`config.mk`:
```
export PLATFORM = sky130hd
export DESIGN_NAME = branch_predict_ctrl_flat
export DESIGN_NICKNAME = d
export VERILOG_FILES = /design/src/rtl/branch_predict_ctrl_pkg.sv /design/src/rtl/branch_predict_ctrl_if.sv /design/src/rtl/branch_predict_ctrl_bht_table.sv /design/src/rtl/branch_predict_ctrl.sv /design/src/flat_wrapper.sv
export SDC_FILE = /design/constraint.sdc
export NUM_CORES = 1
export LEC_CHECK = 0
export ABC_AREA = 0
export CORE_UTILIZATION = 38
export DETAILED_ROUTE_END_ITERATION = 16
export PLACE_DENSITY = 0.66
export SLEW_MARGIN = 0
export SYNTH_ARGS = -nofsm -noshare
export SYNTH_HDL_FRONTEND = slang
export SYNTH_SLANG_ARGS = --single-unit
```
`constraint.sdc`:
```
create_clock -name clk -period 3.3 [get_ports clk]
set_input_delay 0.495 -clock clk [delete_from_list [all_inputs] [get_ports clk]]
set_output_delay 0.495 -clock clk [all_outputs]
set_load 0.03 [all_outputs]
```
`src/rtl/branch_predict_ctrl_pkg.sv`:
```
// Shared opcodes, PC-select encodings and decode helpers
// for the branch predictor.
package branch_predict_ctrl_pkg;

    localparam logic [5:0] OP_BEQ = 6'b000100;
    localparam logic [5:0] OP_BNE = 6'b000101;

    typedef enum logic [1:0] {
        BR_SEQ    = 2'b00,
        BR_PRED   = 2'b01,
        BR_RCV_NT = 2'b10,
        BR_RCV_T  = 2'b11
    } br_sel_e;

    function automatic logic is_branch(input logic [5:0] op);
        return (op == OP_BEQ) || (op == OP_BNE);
    endfunction

endpackage

```
`src/rtl/branch_predict_ctrl_if.sv`:
```
// Pipeline-facing signal bundle of the branch controller:
// master is the pipeline, slave is the controller.
interface branch_predict_ctrl_if #(
    parameter int STAT_W = 32
);
    logic [5:0]        OP_if;
    logic [31:0]       pc_if;
    logic [5:0]        OP_id;
    logic [31:0]       pc_id;
    logic              branch_equal;
    logic [1:0]        Jump;
    logic              id_stall;
    logic [1:0]        Branch;
    logic              IF_flush;
    logic              pred_if;
    logic [STAT_W-1:0] br_count;
    logic [STAT_W-1:0] mp_count;

    modport master (
        output OP_if, pc_if, OP_id, pc_id,
        output branch_equal, Jump, id_stall,
        input  Branch, IF_flush, pred_if,
        input  br_count, mp_count
    );

    modport slave (
        input  OP_if, pc_if, OP_id, pc_id,
        input  branch_equal, Jump, id_stall,
        output Branch, IF_flush, pred_if,
        output br_count, mp_count
    );
endinterface

```
`src/rtl/branch_predict_ctrl_bht_table.sv`:
```
// Untagged table of saturating counters: one combinational
// read port, one synchronous inc/dec update port.
module bht_table #(
    parameter int IDX_W    = 6,
    parameter int CNT_W    = 2,
    parameter int INIT_CNT = 1
) (
    input  logic             clk,
    input  logic             rst,
    input  logic [IDX_W-1:0] rd_idx,
    output logic [CNT_W-1:0] rd_cnt,
    input  logic [IDX_W-1:0] wr_idx,
    input  logic             en,
    input  logic             inc,
    input  logic             dec
);
    localparam int N = 2 ** IDX_W;
    localparam logic [CNT_W-1:0] CMAX = {CNT_W{1'b1}};

    logic [CNT_W-1:0] cnt [N];

    assign rd_cnt = cnt[rd_idx];

    always_ff @(posedge clk) begin
        if (rst) begin
            for (int i = 0; i < N; i++) begin
                cnt[i] <= CNT_W'(INIT_CNT);
            end
        end else if (en) begin
            if (inc && cnt[wr_idx] != CMAX) begin
                cnt[wr_idx] <= cnt[wr_idx] + 1'b1;
            end else if (dec && cnt[wr_idx] != '0) begin
                cnt[wr_idx] <= cnt[wr_idx] - 1'b1;
            end
        end
    end

endmodule

```
`src/rtl/branch_predict_ctrl.sv`:
```
// Dynamic branch control: BHT lookup in IF, resolve/train
// and PC-select/flush in ID, plus branch statistics.
module branch_predict_ctrl
    import branch_predict_ctrl_pkg::*;
#(
    parameter int IDX_W    = 6,
    parameter int CNT_W    = 2,
    parameter int INIT_CNT = 1,
    parameter int STAT_W   = 32
) (
    input logic clk,
    input logic rst,
    branch_predict_ctrl_if.slave bus
);
    logic [CNT_W-1:0]  rd_cnt;
    logic              br_if;
    logic              br_id;
    logic              pred;
    logic              pred_id;
    logic              taken_id;
    logic              resolve;
    logic              mispredict;
    logic              jump;
    logic              flush;
    br_sel_e           sel;
    logic [STAT_W-1:0] br_cnt;
    logic [STAT_W-1:0] mp_cnt;
    logic              unused;

    bht_table #(
        .IDX_W    (IDX_W),
        .CNT_W    (CNT_W),
        .INIT_CNT (INIT_CNT)
    ) u_bht (
        .clk    (clk),
        .rst    (rst),
        .rd_idx (bus.pc_if[IDX_W+1:2]),
        .rd_cnt (rd_cnt),
        .wr_idx (bus.pc_id[IDX_W+1:2]),
        .en     (resolve),
        .inc    (taken_id),
        .dec    (!taken_id)
    );

    assign br_if = is_branch(bus.OP_if);
    assign br_id = is_branch(bus.OP_id);
    assign pred  = br_if & rd_cnt[CNT_W-1];
    assign jump  = (bus.Jump == 2'b01) || (bus.Jump == 2'b10);

    assign taken_id = ((bus.OP_id == OP_BEQ) & bus.branch_equal)
                    | ((bus.OP_id == OP_BNE) & !bus.branch_equal);
    assign resolve    = br_id & !bus.id_stall;
    assign mispredict = resolve & (taken_id != pred_id);

    always_comb begin
        sel   = BR_SEQ;
        flush = 1'b0;
        if (mispredict) begin
            sel   = taken_id ? BR_RCV_T : BR_RCV_NT;
            flush = 1'b1;
        end else if (jump) begin
            flush = 1'b1;
        end else if (pred) begin
            sel = BR_PRED;
        end
    end

    // The prediction follows its instruction into ID; a flush kills it.
    always_ff @(posedge clk) begin
        if (rst) begin
            pred_id <= 1'b0;
        end else if (flush) begin
            pred_id <= 1'b0;
        end else if (!bus.id_stall) begin
            pred_id <= pred;
        end
    end

    always_ff @(posedge clk) begin
        if (rst) begin
            br_cnt <= '0;
            mp_cnt <= '0;
        end else begin
            br_cnt <= br_cnt + STAT_W'(resolve);
            mp_cnt <= mp_cnt + STAT_W'(mispredict);
        end
    end

    assign bus.Branch   = sel;
    assign bus.IF_flush = flush;
    assign bus.pred_if  = pred;
    assign bus.br_count = br_cnt;
    assign bus.mp_count = mp_cnt;

    assign unused = ^{bus.pc_if[31:IDX_W+2], bus.pc_if[1:0],
                      bus.pc_id[31:IDX_W+2], bus.pc_id[1:0],
                      rd_cnt};

endmodule

```
`src/flat_wrapper.sv`:
```
// flat-port wrapper written by rule: the top's interface ports become plain ports
module branch_predict_ctrl_flat import branch_predict_ctrl_pkg::*;
#(
    parameter int IDX_W    = 6,
    parameter int CNT_W    = 2,
    parameter int INIT_CNT = 1,
    parameter int STAT_W   = 32
)
  (clk, rst, bus_OP_if, bus_pc_if, bus_OP_id, bus_pc_id, bus_branch_equal, bus_Jump, bus_id_stall, bus_Branch, bus_IF_flush, bus_pred_if, bus_br_count, bus_mp_count);
  branch_predict_ctrl_if #(.STAT_W(STAT_W)) bus_i ();
  input logic clk;
  input logic rst;
  input wire logic [$bits(bus_i.OP_if)-1:0] bus_OP_if;
  input wire logic [$bits(bus_i.pc_if)-1:0] bus_pc_if;
  input wire logic [$bits(bus_i.OP_id)-1:0] bus_OP_id;
  input wire logic [$bits(bus_i.pc_id)-1:0] bus_pc_id;
  input wire logic [$bits(bus_i.branch_equal)-1:0] bus_branch_equal;
  input wire logic [$bits(bus_i.Jump)-1:0] bus_Jump;
  input wire logic [$bits(bus_i.id_stall)-1:0] bus_id_stall;
  output wire logic [$bits(bus_i.Branch)-1:0] bus_Branch;
  output wire logic [$bits(bus_i.IF_flush)-1:0] bus_IF_flush;
  output wire logic [$bits(bus_i.pred_if)-1:0] bus_pred_if;
  output wire logic [$bits(bus_i.br_count)-1:0] bus_br_count;
  output wire logic [$bits(bus_i.mp_count)-1:0] bus_mp_count;
  assign bus_i.OP_if = bus_OP_if;
  assign bus_i.pc_if = bus_pc_if;
  assign bus_i.OP_id = bus_OP_id;
  assign bus_i.pc_id = bus_pc_id;
  assign bus_i.branch_equal = bus_branch_equal;
  assign bus_i.Jump = bus_Jump;
  assign bus_i.id_stall = bus_id_stall;
  assign bus_Branch = bus_i.Branch;
  assign bus_IF_flush = bus_i.IF_flush;
  assign bus_pred_if = bus_i.pred_if;
  assign bus_br_count = bus_i.br_count;
  assign bus_mp_count = bus_i.mp_count;
  branch_predict_ctrl #(.IDX_W(IDX_W), .CNT_W(CNT_W), .INIT_CNT(INIT_CNT), .STAT_W(STAT_W)) u_core (.clk(clk), .rst(rst), .bus(bus_i));
endmodule
```
==> flow_summary.ini, run 1 <==
[drt]
postRouteAntennaNets = 0
avgRoutedWirePerCell_um = 22.2
drc_errors = 0
routed-via-count = 9811
drt_wl_total_mm = 36.8
first_iter_violations = 1099
first_pass_iters = 5
via_per_inst = 5.93

[power]
power_frac_seq = 0.450
p_clk_frac = 0.359
p_leak_nw = 4.90
p_switching_mw = 1.74
irDropWorstVdd_mv = 0.331
total_power_mw = 5.82
power_density_nw_per_um2 = 385
p_sw_frac = 0.300
combPwrFrac = 0.192
p_int_mw = 4.07

[critical_path]
r2r-start = u_core.u_bht.cnt[41][0]$_SDFFCE_PN1P_
critical_path_arrival_ns = 2.77
critical_path.top_delay_family = multiplexers
cpPeakStageDelay_ns = 0.52
startpoint = u_core.u_bht.cnt[47][1]$_SDFFCE_PN0P_
cp_slowest_cell = mux4_2
reg2reg_depth = 10
start_kind = flop
reg2reg_slack_ns = 0.20
critPathKind = reg2out
cp.required_ns = 2.80
crit_chain = mux4_2 -> mux4_2 -> mux2_2 -> o211ai_1 -> buf_4 -> o32ai_1 -> buf_4
r2r_end = u_core.u_bht.cnt[28][0]$_SDFFCE_PN1P_
crit_path_end = bus_Branch[0]
path_buf_inv = 2
path_depth = 7
crit_fanout = 3
end_kind = output pin

[sta]
rsz0062_at_grt = yes
finalSetupTns_ns = 0
skew_ns = 0.0135
fin_crit_ns = 3.27
setup_viol = 0
finalCritPeriodShare = 0.989
worstMarginPinSlew_ns = 0.896
relSlewSlack = 0.403
slew_violations = 0
fmax_mhz = 306
finalHoldViolCount = 0

[global_routing]
track_usage = 0.232
grt.overflow.total = 0
first_global_vias = 9224
antenna_found_initial = 1
grt_pass1_wl_mm = 54.8
grt_max_degree = 64

[worst_hold_path]
hp-start = rst
min_path_type = in2reg

[clocking]
postCtsHoldBufs = 0
cts_tree = built
cts_buffers = 17
clock_path_buffers = 2
clk_root_buffer_cell = clkbuf_16
path_clk_slew_ns = 0.08
htree_levels = 4
clock_latency_ns = 0.45
clock-sinks = 193

[synthesis]
syn-num-nets = 1140
ys_seq_elements = 193
yosys_warnings = 0
synth_top_area_cell = edfxtp_1
syn_area_um2 = 11600
yosysUniqueCellTypes = 64
synth_ff_type = edfxtp_1
netlist.area_leader.share = 0.331
synth_area_leaders = edfxtp_1, dfxtp_1, mux4_2
postSynth.asyncResetShare = 0
syn_inst = 1054
postSynthAreaPerCell_um2 = 11.0
yosysSeqAreaShare = 0.443
synth-edff-count = 128

[finish]
fill_cells = 2593
layout-drive-gt1-share = 0.326
final_nets = 1336
mostFrequentLayoutCells = nand2_1, buf_4, edfxtp_1, nand3_1, clkdlybuf4s50_1
syn2layout_area_growth_pct = 30.1

[placement]
port_buffers = 96
hpwl_mm = 24.6
gp_congestion = 0.962

[floorplanning]
io_pins = 150
start_util = 0.389
die_y_um = 177
fp.dieArea_um2 = 31300
rows = 63
coreArea_um2 = 29900
chipWidth_um = 177

[run_status]
status = complete, no violations

[run]
cap_violations = 0
## power groups by stage
| stage | registers [mW] | clock network, mW | logic, mW |
|---|---|---|---|
| final | 2.62 | 2.09 | 1.12 |
| after detailed placement | 2.67 | 0 | 0.982 |
| after global placement | 2.67 | 0 | 0.974 |
| after global routing | 2.62 | 2.20 | 1.16 |
| after CTS | 2.61 | 2.11 | 1.03 |
| after floorplan | 2.66 | 0 | 0.592 |
## metal layers
layer / up-vias / global-route usage / wire [µm]
met5: - / 0 / 0
met4: 0 / 0.102 / 1360
met3: 95 / 0.0425 / 3180
met2: 543 / 0.374 / 17700
met1: 4792 / 0.304 / 14600
li1: 4381 / - / -
## worst min path at each step
stage                                        endpoint  cells after the start
finish              u_core.bus.br_count[0]$_SDFF_PP0_                      2
global route        u_core.bus.br_count[0]$_SDFF_PP0_                      2
CTS                 u_core.bus.br_count[0]$_SDFF_PP0_                      2
detailed placement  u_core.bus.br_count[6]$_SDFF_PP0_                      2
global placement    u_core.bus.br_count[6]$_SDFF_PP0_                      2
floorplan                 u_core.pred_id$_SDFFE_PP0N_                      3
## synth_stat cells (all sizes together), types with 2 or more instances
master    n
nand2b    2
and4     10
nor3b     3
buf      58
edfxtp  128
nand4    12
nand2   164
nor3     11
ha        4
o41ai    57
mux2      8
mux2i    20
or2       2
nor2     77
nand3    87
inv       5
or3      22
a22oi     7
xnor2    16
clkbuf   50
a21oi    14
o31ai    10
and4b     2
dfxtp    65
mux4     36
o21ai    15
a31oi     7
and2      6
nor2b    11
and3b     2
and3     15
a211oi    2
nor4     67
xor2     41
a32oi     2
## metrics by stage
stage	instance area (µm²)	hold WS [ns]	cells	utilization	setup WS, ns
5_1_grt	15100	0.340	1653	0.506	-0.0154
2_1_floorplan	11600	0.541	1054	-	0.149
3_3_place_gp	14000	0.478	1607	0.469	-0.502
4_1_cts	14800	0.319	1645	0.496	-0.00107
3_5_place_dp	14000	0.490	1607	0.469	-0.520
6_report	15100	0.336	1654	0.506	0.0347
## what timing repair did
| item | 4_1_cts | 5_1_grt |
|---|---|---|
| gates cloned | 2 | 4 |
| gates resized for setup | 20 | 27 |
| pin swaps | 0 | 6 |
| setup buffers | 4 | 4 |
| endpoints found under the setup margin | 70 | 143 |
## cell type report
class,instances,area (µm²),area share
Clock inverter,15,169,0.0112
Inverter,6,22.5,0.00149
Tap cell,390,488,0.0323
Timing Repair Buffer,285,2740,0.181
Sequential cell,193,5140,0.340
Clock buffer,17,425,0.0281
Antenna cell,1,2.50,0.000166
Multi-Input combinational cell,747,6120,0.405
## cells by family (layout without fill, tap and decap cells)
kind of cell,Yosys count,after routing,share of synthesized area
simple gates,496,496,0.245
flops,193,193,0.443
compound gates,125,125,0.115
buf+inv,114,323,0.0545
mux,64,64,0.0948
xor+xnor,57,57,0.0430
fa+ha+maj,5,5,0.00517
other cells,0,1,0
## flip-flops by register name, indices dropped and copies added (netlist names)
| name | cells |
|---|---|
| u_core.u_bht.cnt | 128 |
| u_core.bus.br_count | 32 |
| u_core.pred_id | 1 |
| u_core.bus.mp_count | 32 |
(Power assumes the default switching activity.)
==> inputs of run 2 (changes only) <==
--- a/config.mk
+++ b/config.mk
@@ -10,3 +10,3 @@
 export DETAILED_ROUTE_END_ITERATION = 16
-export PLACE_DENSITY = 0.66
+export PLACE_DENSITY = 0.63
 export SLEW_MARGIN = 0
==> constraint.sdc (replaced) <==
create_clock -name clk -period 4.05 [get_ports clk]
set_input_delay 0.81 -clock clk [delete_from_list [all_inputs] [get_ports clk]]
set_output_delay 0.81 -clock clk [all_outputs]
set_load 0.03 [all_outputs]
==> run 2 against run 1 <==
Hold slack improved by 0.18 ns. Register-to-register slack improved by 0.71 ns. Wire length decreased by 4.8%. Clock-buffer cell count increased by 4. Flip-flop and latch count unchanged. Utilization decreased by 2.1 points. Combinational power decreased by 28%. Sequential power decreased by 19%. Critical path type is now in2out. Largest cell class unchanged. Highest routed layer unchanged.
==> flow_summary.ini, run 2 (synthesis gave the netlist of run 1 again) <==
[run_status]
status = complete, no violations

[global_routing]
antenna_found_initial = 0
track_usage = 0.230
grt.overflow.total = 0
first_global_vias = 9256
grt_pass1_wl_mm = 54.3
grt_max_degree = 67

[finish]
mostFrequentLayoutCells = nand2_1, buf_4, edfxtp_1, nand3_1, clkdlybuf4s50_1
max_flop_register = u_core.u_bht.cnt
antenna_cells = 0
largest_reg_flops = 128
final_nets = 1294
final_common_cell = nand2_1
final_util = 0.484
syn2layout_area_growth_pct = 24.6
layout-drive-gt1-share = 0.294
stdcell_area_um2 = 14500
final_cells = 1611

[clocking]
clk_root_buffer_cell = clkbuf_16
cts_tree = built
clock-sinks = 193
htree_levels = 4
clock_latency_ns = 0.45
clock_path_buffers = 2
cts_buffers = 17
path_clk_slew_ns = 0.07
postCtsHoldBufs = 0

[drt]
avgRoutedWirePerCell_um = 21.7
first_pass_iters = 5
drt_wl_total_mm = 35.0
routed-via-count = 9454
drc_errors = 0
postRouteAntennaNets = 0
first_iter_violations = 1057
via_per_inst = 5.87

[critical_path]
cp.required_ns = 3.24
path_common_cell = buf_4
critical_path_arrival_ns = 3.20
cp_slowest_cell = mux4_2
crit_chain = buf_12 -> buf_12 -> mux4_2 -> mux4_2 -> mux2_4 -> o211ai_1 -> buf_4 -> buf_4 -> o32ai_1 -> buf_4
critPathKind = in2out
start_kind = input port
crit_fanout = 6
cpPeakStageDelay_ns = 0.52
end_kind = output pin

[power]
power_density_nw_per_um2 = 324
total_power_mw = 4.69
p_leak_nw = 4.61
irDropWorstVdd_mv = 0.211

[floorplanning]
fp.dieArea_um2 = 31300
rows = 63
io_pins = 150
chipWidth_um = 177
coreArea_um2 = 29900
die_y_um = 177
start_util = 0.389

[placement]
gp_congestion = 0.903
place_area_um2 = 13800
hpwl_mm = 24.0
dp_cells = 1574
place_ws_ns = -0.690
port_buffers = 96

[sta]
rsz0062_at_grt = no
setup_viol = 0
whs_ns = 0.513
finalHoldViolCount = 0
worstMarginPinSlew_ns = 1.13
fmax_mhz = 250
slew_violations = 0
relSlewSlack = 0.246
finalSetupTns_ns = 0
setup_ws_ns = 0.0432
finalCritPeriodShare = 0.989
skew_ns = 0.0166
fin_crit_ns = 4.01

[worst_hold_path]
min_path_type = reg2reg

[run]
cap_violations = 0
[run 2: worst max-delay path, delay by kind of cell]
family                 cells  cell delay, ns
AOI/OAI and AO/OA          2            0.37
buffers and inverters      5            0.71
muxes                      3            1.31
[run 2: path summary, 6_finish.rpt]
kind                                              start                                    end  slack, ns  cells past startpoint
setup / recovery                           bus_pc_if[2]                          bus_Branch[0]       0.04                     10
hold / removal       u_core.bus.mp_count[12]$_SDFF_PP0_     u_core.bus.mp_count[12]$_SDFF_PP0_       0.51                      2
setup reg to reg  u_core.u_bht.cnt[55][0]$_SDFFCE_PN1P_  u_core.u_bht.cnt[12][0]$_SDFFCE_PN1P_       0.91                      9
hold reg to reg      u_core.bus.mp_count[12]$_SDFF_PP0_     u_core.bus.mp_count[12]$_SDFF_PP0_       0.51                      2
[run 2: cell type report]
cell class | count | area (µm²)
Timing Repair Buffer | 243 | 2330
Multi-Input combinational cell | 747 | 5870
Tap cell | 390 | 488
Clock inverter | 11 | 96.3
Sequential cell | 193 | 5140
Inverter | 6 | 22.5
Fill cell | 2649 | 15400
Clock buffer | 21 | 514
[run 2: report_power, final]
part / switching, mW / internal [mW]
Combinational: 0.485 / 0.322
Sequential: 0.0182 / 2.11
Clock: 0.790 / 0.957
[run 2: routing by layer]
metal / track usage / vias up / routed length [µm]
li1: - / 4278 / -
met1: 0.306 / 4667 / 14500
met2: 0.366 / 413 / 16400
met3: 0.0344 / 96 / 2570
met4: 0.116 / 0 / 1590
met5: 0 / - / 0
[run 2: timing repair]
action	CTS	global route
pin swaps	1	1
resized for setup	16	2
buffers inserted	3	0
gates cloned	2	0
setup endpoints to repair	2	1
